===== src/rtl/abus_pkg.sv =====
// Shared abus definitions: handshake state encoding and error-status constants,
// common to the slave endpoint and the master side of the bus.
package abus_pkg;

    typedef enum logic [1:0] {
        IDLE   = 2'd0,
        ACCESS = 2'd1,
        ACK    = 2'd2
    } abus_state_e;

    localparam logic ABUS_ERR_NONE = 1'b0;
    localparam logic ABUS_ERR_SET  = 1'b1;

endpackage


===== src/rtl/abus_watchdog.sv =====
// Access watchdog: counts cycles while enabled and flags expiry once the count
// reaches TIMEOUT-1, bounding how long a local access may stall.
module abus_watchdog #(
    parameter int TIMEOUT = 16,
    parameter int TO_W    = $clog2(TIMEOUT + 1)
) (
    input  logic clk,
    input  logic rst,
    input  logic clr,
    input  logic en,
    output logic expire
);

    logic [TO_W-1:0] count_q;
    logic [TO_W-1:0] count_d;

    always_comb begin
        count_d = count_q;
        if (clr) begin
            count_d = '0;
        end else if (en) begin
            count_d = count_q + TO_W'(1);
        end
    end

    always_ff @(posedge clk or posedge rst) begin
        if (rst) begin
            count_q <= '0;
        end else begin
            count_q <= count_d;
        end
    end

    assign expire = (count_q == TO_W'(TIMEOUT - 1));

endmodule


===== src/rtl/abus_slave.sv =====
// abus slave endpoint: decodes the address window, runs the four-phase req/ack
// handshake and drives a local register port that may insert wait states.
module abus_slave
    import abus_pkg::*;
#(
    parameter int                    ADDR_WIDTH = 16,
    parameter int                    DATA_WIDTH = 16,
    parameter logic [ADDR_WIDTH-1:0] BASE_ADDR  = 'h0100,
    parameter int                    LOCAL_AW   = 8,
    parameter int                    TIMEOUT    = 16
) (
    input  logic                  abus_clk,
    input  logic                  abus_rst,
    input  logic                  abus_req,
    output logic                  abus_ack,
    input  logic                  abus_write,
    input  logic                  abus_read,
    input  logic                  abus_abort,
    input  logic [ADDR_WIDTH-1:0] abus_maddress,
    input  logic [DATA_WIDTH-1:0] abus_mwdata,
    output logic [DATA_WIDTH-1:0] abus_srdata,
    output logic                  abus_serr,
    output logic                  loc_wr,
    output logic                  loc_rd,
    output logic [LOCAL_AW-1:0]   loc_addr,
    output logic [DATA_WIDTH-1:0] loc_wdata,
    input  logic [DATA_WIDTH-1:0] loc_rdata,
    input  logic                  loc_ready,
    input  logic                  loc_err
);

    localparam int TO_W = $clog2(TIMEOUT + 1);

    abus_state_e           state_q,  state_d;
    logic                  ack_q,    ack_d;
    logic [DATA_WIDTH-1:0] srdata_q, srdata_d;
    logic                  serr_q,   serr_d;
    logic                  wr_q,     wr_d;
    logic                  rd_q,     rd_d;
    logic [LOCAL_AW-1:0]   addr_q,   addr_d;
    logic [DATA_WIDTH-1:0] wdata_q,  wdata_d;

    logic hit;
    logic wd_clr;
    logic wd_en;
    logic wd_expire;

    assign hit = (abus_maddress[ADDR_WIDTH-1:LOCAL_AW] == BASE_ADDR[ADDR_WIDTH-1:LOCAL_AW]);

    abus_watchdog #(
        .TIMEOUT (TIMEOUT),
        .TO_W    (TO_W)
    ) u_watchdog (
        .clk    (abus_clk),
        .rst    (abus_rst),
        .clr    (wd_clr),
        .en     (wd_en),
        .expire (wd_expire)
    );

    always_comb begin
        state_d  = state_q;
        ack_d    = ack_q;
        srdata_d = srdata_q;
        serr_d   = serr_q;
        wr_d     = wr_q;
        rd_d     = rd_q;
        addr_d   = addr_q;
        wdata_d  = wdata_q;
        wd_clr   = 1'b1;
        wd_en    = 1'b0;

        case (state_q)
            IDLE: begin
                if (abus_req && hit) begin
                    if (abus_write ^ abus_read) begin
                        state_d = ACCESS;
                        addr_d  = abus_maddress[LOCAL_AW-1:0];
                        wdata_d = abus_mwdata;
                        wr_d    = abus_write;
                        rd_d    = abus_read;
                    end else begin
                        // Ambiguous command: answer with an error, never touch the local port.
                        state_d  = ACK;
                        srdata_d = '0;
                        serr_d   = ABUS_ERR_SET;
                    end
                end
            end
            ACCESS: begin
                wd_clr = 1'b0;
                wd_en  = 1'b1;
                if (abus_abort || (!loc_ready && wd_expire)) begin
                    state_d  = ACK;
                    wr_d     = 1'b0;
                    rd_d     = 1'b0;
                    srdata_d = '0;
                    serr_d   = ABUS_ERR_SET;
                end else if (loc_ready) begin
                    state_d  = ACK;
                    wr_d     = 1'b0;
                    rd_d     = 1'b0;
                    srdata_d = rd_q ? loc_rdata : '0;
                    serr_d   = loc_err;
                end
            end
            ACK: begin
                // Ack is raised one cycle after the strobe drops, so the two never overlap.
                if (!abus_req) begin
                    state_d  = IDLE;
                    ack_d    = 1'b0;
                    srdata_d = '0;
                    serr_d   = ABUS_ERR_NONE;
                end else begin
                    ack_d = 1'b1;
                end
            end
            default: begin
                state_d = IDLE;
            end
        endcase
    end

    always_ff @(posedge abus_clk or posedge abus_rst) begin
        if (abus_rst) begin
            state_q  <= IDLE;
            ack_q    <= 1'b0;
            srdata_q <= '0;
            serr_q   <= 1'b0;
            wr_q     <= 1'b0;
            rd_q     <= 1'b0;
            addr_q   <= '0;
            wdata_q  <= '0;
        end else begin
            state_q  <= state_d;
            ack_q    <= ack_d;
            srdata_q <= srdata_d;
            serr_q   <= serr_d;
            wr_q     <= wr_d;
            rd_q     <= rd_d;
            addr_q   <= addr_d;
            wdata_q  <= wdata_d;
        end
    end

    assign abus_ack    = ack_q;
    assign abus_srdata = srdata_q;
    assign abus_serr   = serr_q;
    assign loc_wr      = wr_q;
    assign loc_rd      = rd_q;
    assign loc_addr    = addr_q;
    assign loc_wdata   = wdata_q;

endmodule


===== config.mk =====
export PLATFORM = sky130hd
export DESIGN_NAME = abus_slave
export DESIGN_NICKNAME = d
export VERILOG_FILES = /design/src/rtl/abus_pkg.sv /design/src/rtl/abus_watchdog.sv /design/src/rtl/abus_slave.sv
export SDC_FILE = /design/constraint.sdc
export NUM_CORES = 1
export LEC_CHECK = 0
export BUFFER_PORTS_ARGS = -buffer_cell sky130_fd_sc_hd__buf_2
export CAP_MARGIN = 30
export CORE_MARGIN = 4
export CORE_UTILIZATION = 51
export DETAILED_ROUTE_END_ITERATION = 12
export PLACE_DENSITY = 0.92
export SETUP_SLACK_MARGIN = 0.02
export SLEW_MARGIN = 10
export SYNTH_ARGS = -nofsm -noshare
export SYNTH_HDL_FRONTEND = slang
export SYNTH_HIERARCHICAL = 1
export SYNTH_SLANG_ARGS = --single-unit

===== constraint.sdc =====
create_clock -name abus_clk -period 3.8 [get_ports abus_clk]
set_input_delay 0.38 -clock abus_clk [delete_from_list [all_inputs] [get_ports abus_clk]]
set_output_delay 0.38 -clock abus_clk [all_outputs]
set_load 0.02 [all_outputs]

======== Yosys cells after proc, flatten, opt, wreduce, memory -nomap -nowiden ========
Cells that the tools add are included.
storage, ports and cells
  input bits .............................. 56
  register bits after elaboration ......... 51
  word-level logic and storage cells ...... 63
  output and inout port bits .............. 44
cells by class
  equality and inequality tests ........... 10
  reduce and logical (&&, ||, !) cells .... 11
  bitwise gates (word level) .............. 1
  muxes and demuxes ....................... 31
  $add $sub $neg .......................... 1
operators by type and width
  cell                                                                   number
  16-bit two-way mux                                                     6
  16-bit case mux with 3 select lines                                    1
  1-bit two-way mux                                                      13
  2-bit two-way mux                                                      5
  5-bit two-way mux                                                      2
  8-bit by 1-bit equality test with 1-bit output, second input constant  1
  2-bit != test, second input constant                                   4
  2-bit case mux with 3 select lines                                     1
  3-bit AND reduction                                                    2
  5-bit by 1-bit adder with 5-bit output, second input constant          1
  5-bit by 4-bit equality test with 1-bit output, second input constant  1
  5-bit AND reduction                                                    1
  1-bit case mux with 2 select lines                                     2
  4-bit AND reduction                                                    1
  3-bit != test, second input constant                                   1
  1-bit case mux with 3 select lines                                     1
  3-bit nonzero test                                                     1
  2-bit by 1-bit equality test with 1-bit output, second input constant  1
  2-bit equality test, second input constant                             1
  1-bit logical AND                                                      2
  2-bit logical NOT                                                      1
  2-bit by 1-bit != test with 1-bit output, second input constant        1
  2-bit nonzero test                                                     1
  1-bit logical NOT                                                      1
  2 further kinds                                                        2

======== Depth between registers and ports, before layout ========
  depth after elaboration ................. 5
  gate-level depth with buffers ........... 9
  mapped depth without buffers ............ 7

======== Cells and area by module ========
Netlist, hierarchy kept.
modules (own cells, without submodules)
  module         area an instance (sq um)  cells an instance  seq. area each (sq um)  times used
  abus_slave     2058.2                    166                1151.1                  1
  abus_watchdog  282.8                     24                 125.1                   1

======== Least setup slack after synthesis ========
No wires, ideal clock.
  kind .................................... reg2reg
  start point ............................. register u_watchdog.count_q[0]
  end point ............................... register srdata_q[8], in the netlist abus_srdata[8]
  period minus slack after synthesis ...... 2.317 ns
  path buffers ............................ 2
  arrival ................................. 2.197 ns
  cell stages (with the launch flop) ...... 10
  setup slack ............................. 1.483 ns
  library setup time ...................... 0.120 ns
  cell sequence ........................... dfrtp_1 ha_1 and3_1 ha_1 or3_1 a22oi_2 and2_0 buf_6 buf_8 o21ai_2
between the ends
  longest elaborated chain between the ends .. 5
RTL lines
  element                                                                                      line                 source
  from (decl)                                                                                  abus_watchdog.sv:14  logic [TO_W-1:0] count_q;
  from (signal assigned)                                                                       abus_watchdog.sv:30  count_q <= count_d;
  5-bit by 4-bit equality test with 1-bit output *                                             abus_watchdog.sv:34  assign expire = (count_q == TO_W'(TIMEOUT - 1));
  net wd_expire                                                                                abus_slave.sv:46     logic wd_expire;
  1-bit logical AND *                                                                          abus_slave.sv:93     if (abus_abort || (!loc_ready && wd_expire)) begin
  1-bit logical OR *                                                                           abus_slave.sv:93
  3-bit != test (no source line) or 16-bit two-way mux (tied branches)                         -
  5-bit AND reduction (no source line) or 16-bit case mux with 3 select lines (tied branches)  -
  to (signal assigned)                                                                         abus_slave.sv:137    srdata_q <= srdata_d;
  to (decl)                                                                                    abus_slave.sv:36     logic [DATA_WIDTH-1:0] srdata_q, srdata_d;
Mark *: on every way through the listed nets, which the timed path passes. The rest lies on a longest branch.
A chain may end at the register's enable or synchronous reset.

======== Worst setup path in the final report ========
  start point ............................. register u_watchdog.count_q[0]
  end point ............................... register serr_q, in the netlist abus_serr
between the ends
  longest elaborated chain between the ends .. 5
RTL lines
  element                                                                                     line                 source
  5-bit by 4-bit equality test with 1-bit output *                                            abus_watchdog.sv:34
  net wd_expire                                                                               abus_slave.sv:46
  1-bit logical AND *                                                                         abus_slave.sv:93
  1-bit logical OR *                                                                          abus_slave.sv:93
  3-bit != test (no source line) or 1-bit two-way mux (tied branches)                         -
  5-bit AND reduction (no source line) or 1-bit case mux with 3 select lines (tied branches)  -
  to (signal assigned)                                                                        abus_slave.sv:138    serr_q <= serr_d;
  to (decl)                                                                                   abus_slave.sv:37     logic serr_q, serr_d;
Marked as above.

==> summary.md <==
| Metric | Value |
|---|---|
| Top Usage Layer GRT | met2 |
| Post-synth ARST share | 100% |
| Met1 global-route usage | 21.1% |
| WP data arrival | 2920 ps |
| Layout Cells excl Fill | roughly 350 |
| TNS Setup | 0 ps |
| Post-DP HPWL | a little over 4000 µm |
| Avg Synthesized Cell Area | roughly 12 µm² |
| Met2 Use GR | 33.3% |
| Main synth FF type | dfrtp_1 |
| Max Freq | ~360 MHz |
| Endpoints failing setup | 0 |
| VDD IR-drop max | 175 µV |
| Global-route congestion overflow total | 0 |
| P per Cell Area | 347 nW/µm² |
| Final Critical Period | 2740 ps |
| First-pass GRT wire length | about 8000 µm |
| Max-slew violations | 0 |
| Grt met3 use | 6.33% |
| Die X | 75.8 µm |
| Cells on worst reg2reg path | 9 |
| Status | complete, no violations |
| Initial core utilization | a little over half |
| Drt via density | ~5.3 |
| Total track usage | 18.5% |
| Crit. End Element | register |
| PnR Total Power | 1.04 mW |
| Post-route ant nets | 0 |
| CP Class | register to register |
| Clock Tree Root | clkbuf_8 |
| Row count | 24 |
| Leakage power | around 1.6 nW |
| CP max FO | 18 |
| Max-Cap Viols | 0 |
| Required @ worst endpoint | between 3000 and 4000 ps |
| ANT cells | 0 |
| Hold path depth | 2 |
| Placed instance count | 335 |
| Initial antenna violation count | 0 |
| CTS tree | done |
| Vias | 1823 |
| Die footprint | ~5700 µm² |
| Layout cells sized above 1 | roughly 54% |
| Drt initial violations | 56 |
| Crit path launch type | register |
| Most common cell in the netlist | dfrtp_1 |
| Mapped Area | 2340 µm² |
| 1st-pass router iterations | 4 |
| Pre-CTS WS | 1070 ps |
| Die Ht | 75.8 µm |
| Final Hold Vio Count | 0 |
| Worst-path clk slew | around 90 ps |
| Library cells used by synthesis | 42 |
| # DRC | 0 |
| Postcts setup bufs | 0 |
| PortBufs | 99 |
| Slowest cell on crit path | dfrtp_1 |
| Avg WL per Cell | 15.1 µm |
| IO Pins | 100 |
| Placer Congestion | 0.740 |
| Crit-path cells | ha_1 > and3_1 > ha_1 > or3_1 > a22oi_2 > buf_4 > and2_0 > buf_4 > o31ai_2 |
| Clock Skew | 1.49 ps |
| EDFF count, synth | 0 |
| Syn. warnings | 6 |
| DRT Wirelength | ~5200 µm |
| Final period util | between 70 and 80% |
| Worst-Skew Late Latency | 300 ps |
| Ranking of synthesized cells by area | dfrtp_1 (55%), mux2_2 (12%), nand3_1 (4.1%) |
| Post-synthesis cell count | 190 |
| Clock Path Buffers | 2 |
| Core region area | 4380 µm² |
| Final worst slack | 1060 ps |
| H-Tree Depth | 2 |
| Total CTS buffers | 5 |
| Largest net degree at the start of global routing | between 40 and 50 |
| Area grow syn2layout | 27.6% |
| Worst hold path type | primary input to register |
| Least-Margin Pin Slew | 797 ps |
| Crit path largest cell delay | ~450 ps |
| Synthesized flop and latch total | between 50 and 60 |
| Final #Nets | 350 |
| Unrepaired setup endpoints after global routing | false |
| Synth cell count leaders | dfrtp_1 (51), mux2_2 (24), nand3_1 (19) |
| Yosys top cell by area | dfrtp_1 |
| Post-synthesis sequential area ratio | between 50% and 60% |
| Vias in the first global route | about 1800 |
| Syn_nets | 248 |
| Share of the synthesized area in the top cell type | 54.5% |
| Clock Sinks | around 50 |
| Max transition margin | about 47% |
## layer usage
metal	up-vias	routed length, µm	part of all wire (%)
met5	-	0	0
met4	0	56	1.1
met3	8	523	10
met2	79	2610	50
met1	861	2020	39
li1	875	-	-
## area by class of cell
cell class                      instances  area (µm²)
Sequential cell                        51        1280
Multi-Input combinational cell        124         958
Inverter                                6        22.5
Clock buffer                            6        82.6
Clock inverter                          2        35.0
Fill cell                             326        1400
Tap cell                               52        65.1
Timing Repair Buffer                  104         548
## worst max-delay path, delay by kind of cell, from the launching register on
kind,cells,cell delay (ps)
flops,1,450
buf+inv,2,520
compound gates,2,230
simple gates,3,940
fa+ha+maj,2,480
## logic make-up after synthesis
kind of cell / share of synthesized area [%]
and+or+nand+nor: 17.0
DFF: 54.5
AOI/OAI and AO/OA: 9.51
muxes: 12.6
buffers and inverters: 4.54
xor gates and xnor gates: 0.748
adders and majority gates: 1.07
## registers in the layout, indices dropped and copies added (netlist names)
name                count
loc_addr                8
abus_ack                1
u_watchdog/count_q      5
state_q                 2
loc_wr                  1
abus_srdata            16
loc_rd                  1
abus_serr               1
loc_wdata              16
## layout by cell type, fill, tap and decap left out, types with 2 or more instances in the layout
| cell | count |
|---|---|
| mux2_2 | 24 |
| nor2_1 | 8 |
| buf_4 | 3 |
| ha_1 | 2 |
| inv_1 | 5 |
| a21oi_1 | 2 |
| o21ai_2 | 10 |
| o21ai_0 | 9 |
| clkbuf_8 | 6 |
| and3_1 | 2 |
| nor2b_1 | 2 |
| buf_2 | 99 |
| dfrtp_1 | 51 |
| nand3_1 | 19 |
| nor4_4 | 2 |
| nand2_1 | 18 |
| xnor2_1 | 2 |
## through the flow
stage	instance area (µm²)	util (%)	hold WS, ps
4_1_cts	2970	67.7	278
3_3_place_gp	2840	64.8	299
3_5_place_dp	2840	64.8	308
5_1_grt	2990	68.2	288
6_report	2990	68.2	290
2_1_floorplan	2340	-	159
## where the power goes
part / switching (mW) / internal [mW]
Clock: 0.169 / 0.213
Combinational: 0.0531 / 0.0422
Sequential: 0.00617 / 0.554
Total: 0.228 / 0.809
## path summary, 6_finish.rpt
kind	from	end	slack [ps]
max in group asynchronous	abus_rst	loc_wdata[12]	2830
min in group asynchronous	abus_rst	loc_wr	530
max reg2reg	u_watchdog/count_q[0]	abus_serr	1060
max	u_watchdog/count_q[0]	abus_serr	1060
min reg2reg	loc_wdata[12]	loc_wdata[12]	510
min	abus_read	loc_wr	290
## timing repair
| action | 4_1_cts | 5_1_grt |
|---|---|---|
| gates resized for setup | 0 | 0 |
| endpoints found under the setup margin | 0 | 0 |
| endpoints found under the hold margin | 5 | 0 |
| hold buffers | 1 | 0 |
Note: power is estimated with default switching activity, not from simulation.
